$ cat src/rtl/keypad_scanner_pkg.sv
// Shared definitions for the 4x4 keypad scanner: FSM encoding, parameter
// defaults and the column priority helper.
package keypad_scanner_pkg;

  typedef enum logic [1:0] {
    ST_SCAN     = 2'd0,
    ST_DEBOUNCE = 2'd1,
    ST_PRESSED  = 2'd2,
    ST_RELEASE  = 2'd3
  } state_t;

  localparam int SCAN_DIV_DEF = 50000;
  localparam int DEB_CNT_DEF  = 4;

  // Lowest-numbered active-low column wins when several keys share a row.
  function automatic logic [1:0] low_col(input logic [3:0] c);
    logic [1:0] idx;
    idx = 2'd0;
    if (!c[0])      idx = 2'd0;
    else if (!c[1]) idx = 2'd1;
    else if (!c[2]) idx = 2'd2;
    else if (!c[3]) idx = 2'd3;
    return idx;
  endfunction

endpackage

$ cat src/rtl/key_sync.sv
// Two-flop synchronizer for the asynchronous column inputs; resets to the
// idle (all keys up) level.
module key_sync #(
  parameter int W = 4
) (
  input  logic         clk,
  input  logic         rst,
  input  logic [W-1:0] d,
  output logic [W-1:0] q
);

  logic [W-1:0] meta;

  always_ff @(posedge clk or posedge rst) begin
    if (rst) begin
      meta <= '1;
      q    <= '1;
    end else begin
      meta <= d;
      q    <= meta;
    end
  end

endmodule

$ cat src/rtl/keypad_scanner.sv
// 4x4 matrix keypad scanner with debounce, single accept per press, a
// valid/ready key output and a shifting hex-digit entry register.
module keypad_scanner
  import keypad_scanner_pkg::*;
#(
  parameter int N        = 32,
  parameter int SCAN_DIV = SCAN_DIV_DEF,
  parameter int DEB_CNT  = DEB_CNT_DEF
) (
  input  logic         clk,
  input  logic         rst,
  output logic [3:0]   row,
  input  logic [3:0]   col,
  output logic [3:0]   key_code,
  output logic         key_valid,
  input  logic         key_ready,
  output logic [N-1:0] data,
  output logic         overrun
);

  localparam int DW = (SCAN_DIV > 2) ? $clog2(SCAN_DIV) : 1;
  localparam int BW = $clog2(DEB_CNT + 1);
  localparam logic [DW-1:0] DWELL_MAX = DW'(SCAN_DIV - 1);
  localparam logic [BW-1:0] DEB_DONE  = BW'(DEB_CNT);

  state_t        state, state_n;
  logic [DW-1:0] dwell;
  logic [1:0]    row_idx, row_idx_n;
  logic [1:0]    cap_col, cap_col_n;
  logic [BW-1:0] deb, deb_n;
  logic [3:0]    col_s;
  logic [1:0]    col_idx;
  logic          key_present;
  logic          sample;
  logic          accept;

  key_sync #(.W(4)) u_sync (
    .clk (clk),
    .rst (rst),
    .d   (col),
    .q   (col_s)
  );

  assign col_idx     = low_col(col_s);
  assign key_present = ~&col_s;
  assign sample      = (dwell == DWELL_MAX);
  assign row         = ~(4'b0001 << row_idx);

  always_ff @(posedge clk or posedge rst) begin
    if (rst) begin
      state   <= ST_SCAN;
      dwell   <= '0;
      row_idx <= 2'd0;
      cap_col <= 2'd0;
      deb     <= '0;
    end else begin
      state   <= state_n;
      dwell   <= sample ? '0 : dwell + DW'(1);
      row_idx <= row_idx_n;
      cap_col <= cap_col_n;
      deb     <= deb_n;
    end
  end

  // Decisions are taken only at the last cycle of each dwell, once the
  // driven row has settled through the synchronizer.
  always_comb begin
    state_n   = state;
    row_idx_n = row_idx;
    cap_col_n = cap_col;
    deb_n     = deb;
    accept    = 1'b0;
    if (sample) begin
      case (state)
        ST_SCAN: begin
          if (key_present) begin
            cap_col_n = col_idx;
            deb_n     = BW'(1);
            state_n   = ST_DEBOUNCE;
          end else begin
            row_idx_n = row_idx + 2'd1;
          end
        end
        ST_DEBOUNCE: begin
          if (key_present && (col_idx == cap_col)) begin
            deb_n = deb + BW'(1);
            if (deb_n == DEB_DONE) begin
              state_n = ST_PRESSED;
              accept  = 1'b1;
            end
          end else begin
            state_n   = ST_SCAN;
            row_idx_n = row_idx + 2'd1;
          end
        end
        ST_PRESSED: begin
          if (!key_present) begin
            state_n = ST_RELEASE;
            deb_n   = BW'(1);
          end
        end
        ST_RELEASE: begin
          if (key_present) begin
            state_n = ST_PRESSED;
          end else begin
            deb_n = deb + BW'(1);
            if (deb_n == DEB_DONE) begin
              state_n   = ST_SCAN;
              row_idx_n = row_idx + 2'd1;
            end
          end
        end
        default: state_n = ST_SCAN;
      endcase
    end
  end

  // A fresh accept always wins over the consumer's handshake.
  always_ff @(posedge clk or posedge rst) begin
    if (rst) begin
      key_code  <= 4'h0;
      key_valid <= 1'b0;
      data      <= '0;
      overrun   <= 1'b0;
    end else if (accept) begin
      key_code  <= {row_idx, cap_col};
      data      <= {data[N-5:0], row_idx, cap_col};
      key_valid <= 1'b1;
      if (key_valid && !key_ready) overrun <= 1'b1;
    end else if (key_valid && key_ready) begin
      key_valid <= 1'b0;
    end
  end

endmodule

$ cat config.mk
export PLATFORM = sky130hd
export DESIGN_NAME = keypad_scanner
export DESIGN_NICKNAME = d
export VERILOG_FILES = /design/src/rtl/keypad_scanner_pkg.sv /design/src/rtl/key_sync.sv /design/src/rtl/keypad_scanner.sv
export SDC_FILE = /design/constraint.sdc
export NUM_CORES = 1
export LEC_CHECK = 0
export BUFFER_PORTS_ARGS = -buffer_cell sky130_fd_sc_hd__buf_2
export CORE_MARGIN = 8
export CORE_UTILIZATION = 30
export CTS_CLUSTER_DIAMETER = 50
export DETAILED_ROUTE_END_ITERATION = 8
export MAX_ROUTING_LAYER = met4
export SLEW_MARGIN = 10
export SYNTH_ARGS = -nofsm -noshare
export SYNTH_HDL_FRONTEND = slang
export SYNTH_SLANG_ARGS = --single-unit
$ cat constraint.sdc
create_clock -name clk -period 4.2 [get_ports clk]
set_input_delay 0.84 -clock clk [delete_from_list [all_inputs] [get_ports clk]]
set_output_delay 0.84 -clock clk [all_outputs]
set_load 0.02 [all_outputs]
; Word level (Yosys, flattened, before mapping)
; Cells that the tools add are included.
[classes]
n_addsub = 3
n_eq_ne = 15
n_shift = 1
muxes = 28
bitwise_logic = 2
n_reduce_logical = 14
[ops]
columns = operator, n
row1 = 2-bit two-way mux, 14
row2 = "16-bit by 1-bit adder with 16-bit output, second input constant", 1
row3 = "16-bit equality test, second input constant", 1
row4 = 16-bit two-way mux, 1
row5 = "2-bit != test, second input constant", 7
row6 = 3-bit two-way mux, 4
row7 = 3-bit one-hot mux with 4 select lines, 1
row8 = 5-bit AND reduction, 2
row9 = 2-bit one-hot mux with 4 select lines, 1
row10 = 1-bit two-way mux, 6
row11 = "3-bit != test, second input constant", 2
row12 = 2-bit one-hot mux with 3 select lines, 1
row13 = 6-bit AND reduction, 1
row14 = "2-bit equality test, second input constant", 2
row15 = 4-bit NOT, 1
row16 = 4-bit AND reduction, 1
row17 = "1-bit by 2-bit << shifter with 4-bit output, first input constant", 1
row18 = "3-bit by 1-bit adder with 3-bit output, second input constant", 1
row19 = "3-bit equality test, second input constant", 1
row20 = 1-bit logical AND, 3
row21 = 3-bit AND reduction, 1
row22 = 3-bit nonzero test, 1
row23 = "2-bit by 1-bit adder with 2-bit output, second input constant", 1
row24 = "2-bit by 1-bit equality test with 1-bit output, second input constant", 1
row25 = other kinds (6), 7
[totals]
regBits = 71
inputBits = 7
output_inout_bits = 42
wordCells = 74

; Depth between registers and ports, before layout
; Gate-level depths: netlist of run 1.
[logic_depth]
word_depth = 10
depth_mapped = 8
mapped_depth_nobuf = 6

; By module
; A second synthesis of run 1 with hierarchy kept.
[hier_totals]
hier_cells = 235
hier_area_um2 = 2946.6
[modules_own_cells]
columns = mod, instances, cells_each, area_per_inst_um2, seq_area_each_um2
row1 = keypad_scanner, 1, 226, 2732.6, 1476.4
row2 = key_sync, 1, 9, 214.0, 210.2

; Worst setup path before layout of run 1
; Ideal clock, no wire load.
[synth_path]
kind = register to register
from = register dwell[11]
to = register data[10]
setup_ps = 128
arrival_time_ps = 2095
required_ps = 4072
setup_slack_ps = 1977
stages_incl_launch_ff = 8
n_path_buf = 2
synth_period_minus_slack_ps = 2223
path_cell_list = dfrtp_1 or4b_4 nor4_4 nand2_1 nor2b_1 buf_4 buf_6 mux2_1
[synth_via]
elab_chain_len = 2
[synth_lines]
columns = item, line
row1 = from (decl), keypad_scanner.sv:27  ; logic [DW-1:0] dwell;
row2 = from (signal assigned), keypad_scanner.sv:58  ; dwell <= sample ? '0 : dwell + DW'(1);
row3 = 16-bit equality test, keypad_scanner.sv:46  ; assign sample = (dwell == DWELL_MAX);
row4 = 1-bit two-way mux, keypad_scanner.sv:73  ; if (sample) begin
row5 = to (signal assigned), keypad_scanner.sv:127  ; data <= {data[N-5:0], row_idx, cap_col};
row6 = to (decl), keypad_scanner.sv:17  ; output logic [N-1:0] data,
; Every way passes these cells.
; A chain may end at the register's enable or synchronous reset.

; Final worst setup path of run 1
[layout_path]
from = register dwell[11]
to = register data[9]
; The elaborated chain is that of the path after synthesis.

==> impl_metrics.ini, run 1 <==
[run_status]
outcome = completed

[placement]
dp_hpwl_mm = 3.61
port_buffers = 48
dp_cells = 393
routabilityCongestion = 0.766

[clock_network]
cts_tree = done
clk_pin_slew_ns = 0.08
cts_hold_buf = 0
cts.path.max_buffers = 2
ctsResizeCount = 0
cts_root_buffer = clkbuf_8
clk_latency_ns = 0.33
post_cts.repair.setup_buffers = 0
cts.sinks = 67
htree_levels = 3
cts_buffers = 9

[yosys]
synthMuxAreaShare_pct = 13.6
syn_inst = 222
syn_avg_cell_area_um2 = 13.0
synth-xor-area-share_pct = 4.57
synth_edf_count = 0
synth_ff_type = dfrtp_1
synth_cell_types = 41
synth-simple-area-share_pct = 10.8
synth_top_family_by_area = multiplexers
syn_area_um2 = 2880
synth_fa_ha_area_share_pct = 3.05
syn_nets = 236
synth-compound-area-share_pct = 4.96
synth_seq_cells = 67
yosys_warnings = 0
async_flop_share_pct = 100
seq_area_frac_synth_pct = 58.7

[sta]
worst_pin_slew_ns = 1.01
fin_crit_ns = 2.58
fin_crit_sh_pct = 61.4
fin_setup_tns_ns = 0
maxSlewViolCount = 0
hold_slack_ns = 0.358
hold_viol = 0
rsz0062_at_grt = false
relSlewSlack_pct = 32.8
skew_ns = 0.00887
max_clock_freq_mhz = 387
setup_viol = 0

[worst_setup_path]
criticalPathCategory = reg -> reg
worst_path_most_repeated_cell = buf_4
path_delay_family = simple AND/OR/NAND/NOR gates
cp_num_buf_inv = 2
cp.required_ns = 4.41
path_cells = or4b_4, nor4_4, buf_4, nand2_1, nor2b_4, buf_4, mux2_1
crit_arrival_ns = 2.79
worst_setup_path_end_kind = register
timing.rr.start = dwell[11]
startpoint_type = register
cpPeakStageDelay_ns = 0.54
critPathSlowestCell = or4b_4
cp-startpoint = dwell[11]
crit_fanout = 35

[cells_and_area]
fin_cells = 409
seqCellArea_um2 = 1690
multi_input_area_um2 = 1070
fin_util_pct = 37.0
n_antenna_cell = 0
syn_to_final_growth_pct = 19.3
final_nets = 289
final_layout_size_suffix_gt1_share_pct = 31.1
fill_cells = 925

[grt]
overflow = 0
grt_pass1_vias = 1773
grt_pass1_wl_mm = 8.62
grt_antenna_before_repair = 0
grt_max_degree = 51
track_usage_pct = 8.53

[floorplanning]
die_area_um2 = 13000
io_pins = 49
die_y_um = 114
core_um2 = 9280
placementRows = 35
initial_utilization_pct = 31.0
die_w_um = 114

[detailed_routing]
drt_iter0_markers = 89
wire_per_inst_um = 12.3
wl_met1_mm = 2.29
wl_met2_mm = 2.30
vias = 1767
first_pass_iters = 4
drtAntennaViolNets = 0
wl_met3_um = 376
via_per_inst = 4.32
drc = 0
top_layer = met4
drt_wl_total_mm = 5.04

[hold_path]
worstHoldStart = u_sync.meta[0]
min_path_type = reg -> reg

[pwr]
p_total_mw = 1.21
powerDensity_nw_per_um2 = 353
leakage_nw = 1.80
vdd_drop_max_mv = 0.158

[run]
max-cap-violations = 0
[kinds of logic (layout without fill, tap and decap cells)]
group           Yosys count  in the layout
flops                    67             67
simple gates             55             55
mux                      35             35
buf+inv                  22             80
compound gates           21             21
xor+xnor                 15             15
fa+ha+maj                 7              7
[final cells by class]
class / count / area share [%]
Sequential cell: 67 / 49.2
Tap cell: 129 / 4.70
Clock inverter: 7 / 2.19
Timing Repair Buffer: 51 / 7.66
Inverter: 13 / 1.42
Clock buffer: 9 / 3.61
Multi-Input combinational cell: 133 / 31.3
[report_power, final]
group | switching, mW | internal, mW | total, mW
Combinational | 0.0156 | 0.00496 | 0.0205
Clock | 0.258 | 0.277 | 0.535
Sequential | 0.00326 | 0.652 | 0.655
[registers in the layout, indices dropped and copies added, names as in the netlist]
register	flops
cap_col	2
u_sync.q	4
overrun	1
data	29
u_sync.meta	4
deb	3
row_idx	2
state	2
key_code	3
key_valid	1
dwell	16
[cell usage after synthesis (all sizes together) (2+ instances only)]
cell type / instances / area share (%)
ha: 7 / 3.0
xnor2: 7 / 2.1
inv: 13 / 1.7
nor2b: 2 / 0.44
a31o: 2 / 0.61
a21boi: 2 / 0.52
nand2: 10 / 1.3
mux2i: 2 / 0.70
o21ai: 7 / 1.2
dfstp: 8 / 7.3
nor4: 2 / 0.96
and3: 4 / 0.87
xor2: 8 / 2.4
dfrtp: 59 / 51
or4bb: 2 / 0.78
buf: 8 / 2.5
nor3: 2 / 0.35
nand4: 2 / 0.44
nand3: 12 / 2.1
nor2: 12 / 1.6
a21oi: 3 / 0.52
mux2: 33 / 13
[path summary, 6_finish.rpt]
path | to | slack [ns] | cells past startpoint
min | u_sync.q[0] | 0.36 | 0
min in group asynchronous | data[30] | 0.74 | 2
max | data[9] | 1.62 | 7
max reg2reg | data[9] | 1.62 | 7
max in group asynchronous | u_sync.q[1] | 2.59 | 3
min reg2reg | u_sync.q[0] | 0.36 | 0
[worst register-to-register path, stage by stage (launching register included)]
cell and delay [ns]:
dfrtp_1 0.43, or4b_4 0.54, nor4_4 0.25, buf_4 0.24, nand2_1 0.12, nor2b_4 0.11
buf_4 0.38, mux2_1 0.38
[routing by layer]
layer	up-vias	track usage, %
met1	848	9.85
met4	0	3.46
li1	870	-
met2	41	12.9
met5	-	-
met3	8	3.54
[per-stage QoR]
stage	setup WS (ns)	area [um^2]
2_1_floorplan	1.69	2880
3_3_place_gp	1.65	3230
3_5_place_dp	1.61	3230
4_1_cts	1.59	3430
5_1_grt	1.48	3430
6_report	1.62	3430
[placed cells by master (no fill, tap or decap), drive strengths merged, types with 3 or more instances in the layout]
| cell type | instances |
|---|---|
| a21oi | 3 |
| and3 | 4 |
| buf | 51 |
| clkbuf | 9 |
| clkinvlp | 3 |
| dfrtp | 59 |
| dfstp | 8 |
| ha | 7 |
| inv | 15 |
| mux2 | 33 |
| nand2 | 10 |
| nand3 | 12 |
| nor2 | 12 |
| o21ai | 7 |
| xnor2 | 7 |
| xor2 | 8 |
Power figures use the tool's default switching activity.
==> run 2, diff against run 1 <==
==> constraint.sdc (replaced) <==
create_clock -name clk -period 2.6 [get_ports clk]
set_input_delay 0.52 -clock clk [delete_from_list [all_inputs] [get_ports clk]]
set_output_delay 0.52 -clock clk [all_outputs]
set_load 0.02 [all_outputs]
==> run 2 against run 1 <==
Compared with the run above: design area grew 1.2%; worst setup slack lost 1.3 ns; final cell count grew 0.49%; critical path depth shrank 1; die area is the same; sequential cell count is the same; non-clock buffer count grew 2; via count grew 2.2%; clock power grew 61%; routed wire length grew 0.91%; clock skew shrank 0.0043 ns; sequential power grew 62%; critical endpoint is now row_idx[1]; largest power group unchanged; highest routed layer unchanged.
==> impl_metrics.ini, run 2 (synthesis gave the netlist of run 1 again) <==
[run_status]
outcome = completed

[worst_setup_path]
r2r_cells = 6
cp_num_buf_inv = 1
cpPeakStageDelay_ns = 0.56
path_delay_family = simple AND/OR/NAND/NOR gates
reg2reg_slack_ns = 0.33
cp-startpoint = dwell[10]
cp.depth = 6
timing.rr.start = dwell[10]
rr_endpoint = row_idx[1]
crit_arrival_ns = 2.49
worst_setup_path_end_kind = register
criticalPathCategory = reg -> reg
crit_end = row_idx[1]
path_cells = or4b_4, nor4_4, buf_4, o21ai_1, a211oi_2, mux2_1
cp.required_ns = 2.82
startpoint_type = register
crit_fanout = 8
critPathSlowestCell = or4b_4

[cells_and_area]
reg_top3 = data: 29 flops, dwell: 16 flops
layout_common_cells = dfrtp_1, buf_2, mux2_1
largest_reg_flops = 29
final_nets = 291
final_layout_size_suffix_gt1_share_pct = 31.6
fin_util_pct = 37.4
top_register = data
final_common_cell = dfrtp_1
n_antenna_cell = 0
syn_to_final_growth_pct = 20.8

[clock_network]
cts.sinks = 67
ctsResizeCount = 0
clk_latency_ns = 0.34
cts_hold_buf = 0
cts.path.max_buffers = 2
cts_root_buffer = clkbuf_8
htree_levels = 3
cts_tree = done
cts_buffers = 9
post_cts.repair.setup_buffers = 0
clk_pin_slew_ns = 0.07

[pwr]
p_total_mw = 1.96
powerDensity_nw_per_um2 = 564
vdd_drop_max_mv = 0.247
leakage_nw = 1.83

[grt]
grt_pass1_vias = 1737
grt_pass1_wl_mm = 8.49
overflow = 0
grt_antenna_before_repair = 0
grt_max_degree = 40
track_usage_pct = 8.48

[placement]
port_buffers = 48
dp_hpwl_mm = 3.57
routabilityCongestion = 0.753
preCtsSetupSlack_ns = 0.325

[detailed_routing]
drc = 0
drt_iter0_markers = 68
wire_per_inst_um = 12.4
first_pass_iters = 4
drtAntennaViolNets = 0
drt_wl_total_mm = 5.09
vias = 1805
via_per_inst = 4.39

[floorplanning]
die_area_um2 = 13000
placementRows = 35
io_pins = 49
die_y_um = 114
initial_utilization_pct = 31.0
die_w_um = 114
core_um2 = 9280

[sta]
timing.final.ws_setup_ns = 0.333
relSlewSlack_pct = 58.8
fin_crit_ns = 2.27
setup_viol = 0
rsz0062_at_grt = false
fin_setup_tns_ns = 0
worst_pin_slew_ns = 0.617
skew_ns = 0.00460
max_clock_freq_mhz = 441
hold_viol = 0
fin_crit_sh_pct = 87.2
maxSlewViolCount = 0

[hold_path]
min_path_type = in -> async

[run]
max-cap-violations = 0
==> run 2: worst min-delay path by stage <==
| stage | to | slack (ns) | cells after the start |
|---|---|---|---|
| after floorplan | u_sync.q[0] | 0.35 | 0 |
| after global placement | u_sync.q[0] | 0.35 | 0 |
| after detailed placement | u_sync.q[0] | 0.35 | 0 |
| after CTS | u_sync.meta[2] | 0.25 | 1 |
| after global routing | u_sync.meta[2] | 0.25 | 1 |
| final | data[30] | 0.25 | 2 |
==> run 2: final cells by class <==
| cell class | instances | area (um^2) |
|---|---|---|
| well taps | 129 | 161 |
| repair buffers | 53 | 303 |
| inverters | 13 | 48.8 |
| flip-flops and latches | 67 | 1690 |
| clock inverters | 6 | 63.8 |
| multi-input cells | 133 | 1070 |
| fillers | 947 | 5810 |
| clock buffers | 10 | 138 |
==> run 2: worst register-to-register path, stage by stage, from the launching register on <==
cell      delay [ns]
dfrtp_1         0.42
or4b_4          0.56
nor4_4          0.29
buf_4           0.20
o21ai_1         0.08
a211oi_2        0.25
mux2_1          0.35
==> run 2: through the flow <==
stage,std cells,hold WS (ns),cell area (um^2)
3_3_place_gp,395,0.347,3270
5_1_grt,411,0.251,3470
3_5_place_dp,395,0.348,3270
4_1_cts,411,0.254,3470
6_report,411,0.251,3470
2_1_floorplan,222,0.345,2880
==> run 2: routing by layer <==
metal	up-vias	GRT usage, %	share of wire [%]
li1	874	-	-
met1	881	10.3	49
met2	45	12.2	43
met3	5	3.75	6.7
met4	0	3.19	1.3
met5	-	-	0
==> run 2: power by group <==
part,internal (mW),switching [mW]
clock,0.468,0.396
combinational,0.0101,0.0257
sequential,1.05,0.00526
total,1.53,0.427
==> run 3, diff against run 2 <==
--- a/config.mk
+++ b/config.mk
@@ -10,7 +10,7 @@
 export CORE_UTILIZATION = 30
 export CTS_CLUSTER_DIAMETER = 50
 export DETAILED_ROUTE_END_ITERATION = 8
-export MAX_ROUTING_LAYER = met4
+export SKIP_CTS_REPAIR_TIMING = 1
 export SLEW_MARGIN = 10
 export SYNTH_ARGS = -nofsm -noshare
 export SYNTH_HDL_FRONTEND = slang
==> run 3 against run 2 <==
Compared with the run above: combinational power is essentially flat; final cell count is the same; routed wire length down 0.90%; global-route usage down 0.23 points; register-to-register slack is essentially flat; sequential power is essentially flat; worst setup slack got worse by 0.00075 ns; clock skew fell by 0.00070 ns; via count decreased by 0.39%; first-iteration DRC count shrank 10%; critical endpoint unchanged; largest cell class unchanged; clock-buffer cell count stayed put; highest routed layer unchanged.
==> impl_metrics.ini, run 3 (synthesis gave the netlist of run 1 again) <==
[run_status]
outcome = completed

[placement]
port_buffers = 48
dp_hpwl_mm = 3.57
routabilityCongestion = 0.744

[clock_network]
cts_tree = done
cts_root_buffer = clkbuf_8
clk_latency_ns = 0.34
htree_levels = 3
cts.sinks = 67
cts.path.max_buffers = 2
clk_pin_slew_ns = 0.07
cts_buffers = 9

[cells_and_area]
syn_to_final_growth_pct = 20.8
fin_util_pct = 37.4
final_layout_size_suffix_gt1_share_pct = 31.6
final_nets = 291
final_common_cell = dfrtp_1
layout_common_cells = dfrtp_1, buf_2, mux2_1
largest_reg_flops = 29
n_antenna_cell = 0
top_register = data
reg_top3 = data: 29 flops, dwell: 16 flops

[floorplanning]
core_um2 = 9280
die_y_um = 114
placementRows = 35
die_w_um = 114
initial_utilization_pct = 31.0
io_pins = 49
die_area_um2 = 13000

[worst_setup_path]
cp.required_ns = 2.82
crit_arrival_ns = 2.49
worst_setup_path_end_kind = register
crit_fanout = 8
startpoint_type = register
criticalPathCategory = reg -> reg

[detailed_routing]
drt_wl_total_mm = 5.04
vias = 1798
via_per_inst = 4.37
drtAntennaViolNets = 0
drc = 0
first_pass_iters = 4
drt_iter0_markers = 61
wire_per_inst_um = 12.3

[pwr]
p_total_mw = 1.95
powerDensity_nw_per_um2 = 563
vdd_drop_max_mv = 0.247
leakage_nw = 1.83

[grt]
track_usage_pct = 8.25
grt_pass1_wl_mm = 8.50
grt_antenna_before_repair = 0
grt_max_degree = 40
grt_pass1_vias = 1734
overflow = 0

[sta]
maxSlewViolCount = 0
fin_setup_tns_ns = 0
skew_ns = 0.00390
fin_crit_ns = 2.27
rsz0062_at_grt = false
max_clock_freq_mhz = 441
fin_crit_sh_pct = 87.2
worst_pin_slew_ns = 0.612
hold_viol = 0
relSlewSlack_pct = 59.1
setup_viol = 0

[hold_path]
min_path_type = in -> async

[run]
max-cap-violations = 0
[run 3: cell type report]
class / instances / area [um^2]
fillers: 947 / 5810
flip-flops and latches: 67 / 1690
multi-input cells: 133 / 1070
repair buffers: 53 / 303
well taps: 129 / 161
clock buffers: 10 / 138
clock inverters: 6 / 63.8
inverters: 13 / 48.8
[run 3: through the flow]
stage                     worst slack [ns]  cell area, um^2  hold slack [ns]  cells
after floorplan                      0.377             2880            0.345    222
after global placement               0.359             3270            0.347    395
after detailed placement             0.325             3270            0.348    395
after CTS                            0.300             3470            0.254    411
after global routing                 0.211             3470            0.251    411
final                                0.332             3470            0.250    411
[run 3: final timing paths]
kind	depth (start not counted)	end	slack (ns)	startpoint
worst max-delay path	6	row_idx[1]	0.33	dwell[10]
worst min-delay path	2	data[26]	0.25	rst
worst max register to register	6	row_idx[1]	0.33	dwell[10]
worst min register to register	0	u_sync.q[3]	0.36	u_sync.meta[3]
max in group asynchronous	3	u_sync.q[1]	1.67	rst
min in group clk	1	u_sync.meta[2]	0.27	col[2]
[run 3: layer usage]
metal  vias to the layer above  routed length (um)  global-route usage, %
li1                        876                   -                      -
met1                       872                2460                   10.2
met2                        45                2180                   12.3
met3                         5                 340                   3.75
met4                         0                  61                   3.19
met5                         -                   0                      0
[run 3: where the power goes]
group / internal [mW] / total, mW / switching (mW)
Combinational: 0.0101 / 0.0358 / 0.0257
Clock: 0.468 / 0.860 / 0.392
Sequential: 1.05 / 1.06 / 0.00526
[run 3: worst max-delay path, stage by stage (launching register included)]
cell and delay [ns]:
dfrtp_1 0.42, or4b_4 0.56, nor4_4 0.29, buf_4 0.20, o21ai_1 0.08, a211oi_2 0.25
mux2_1 0.35
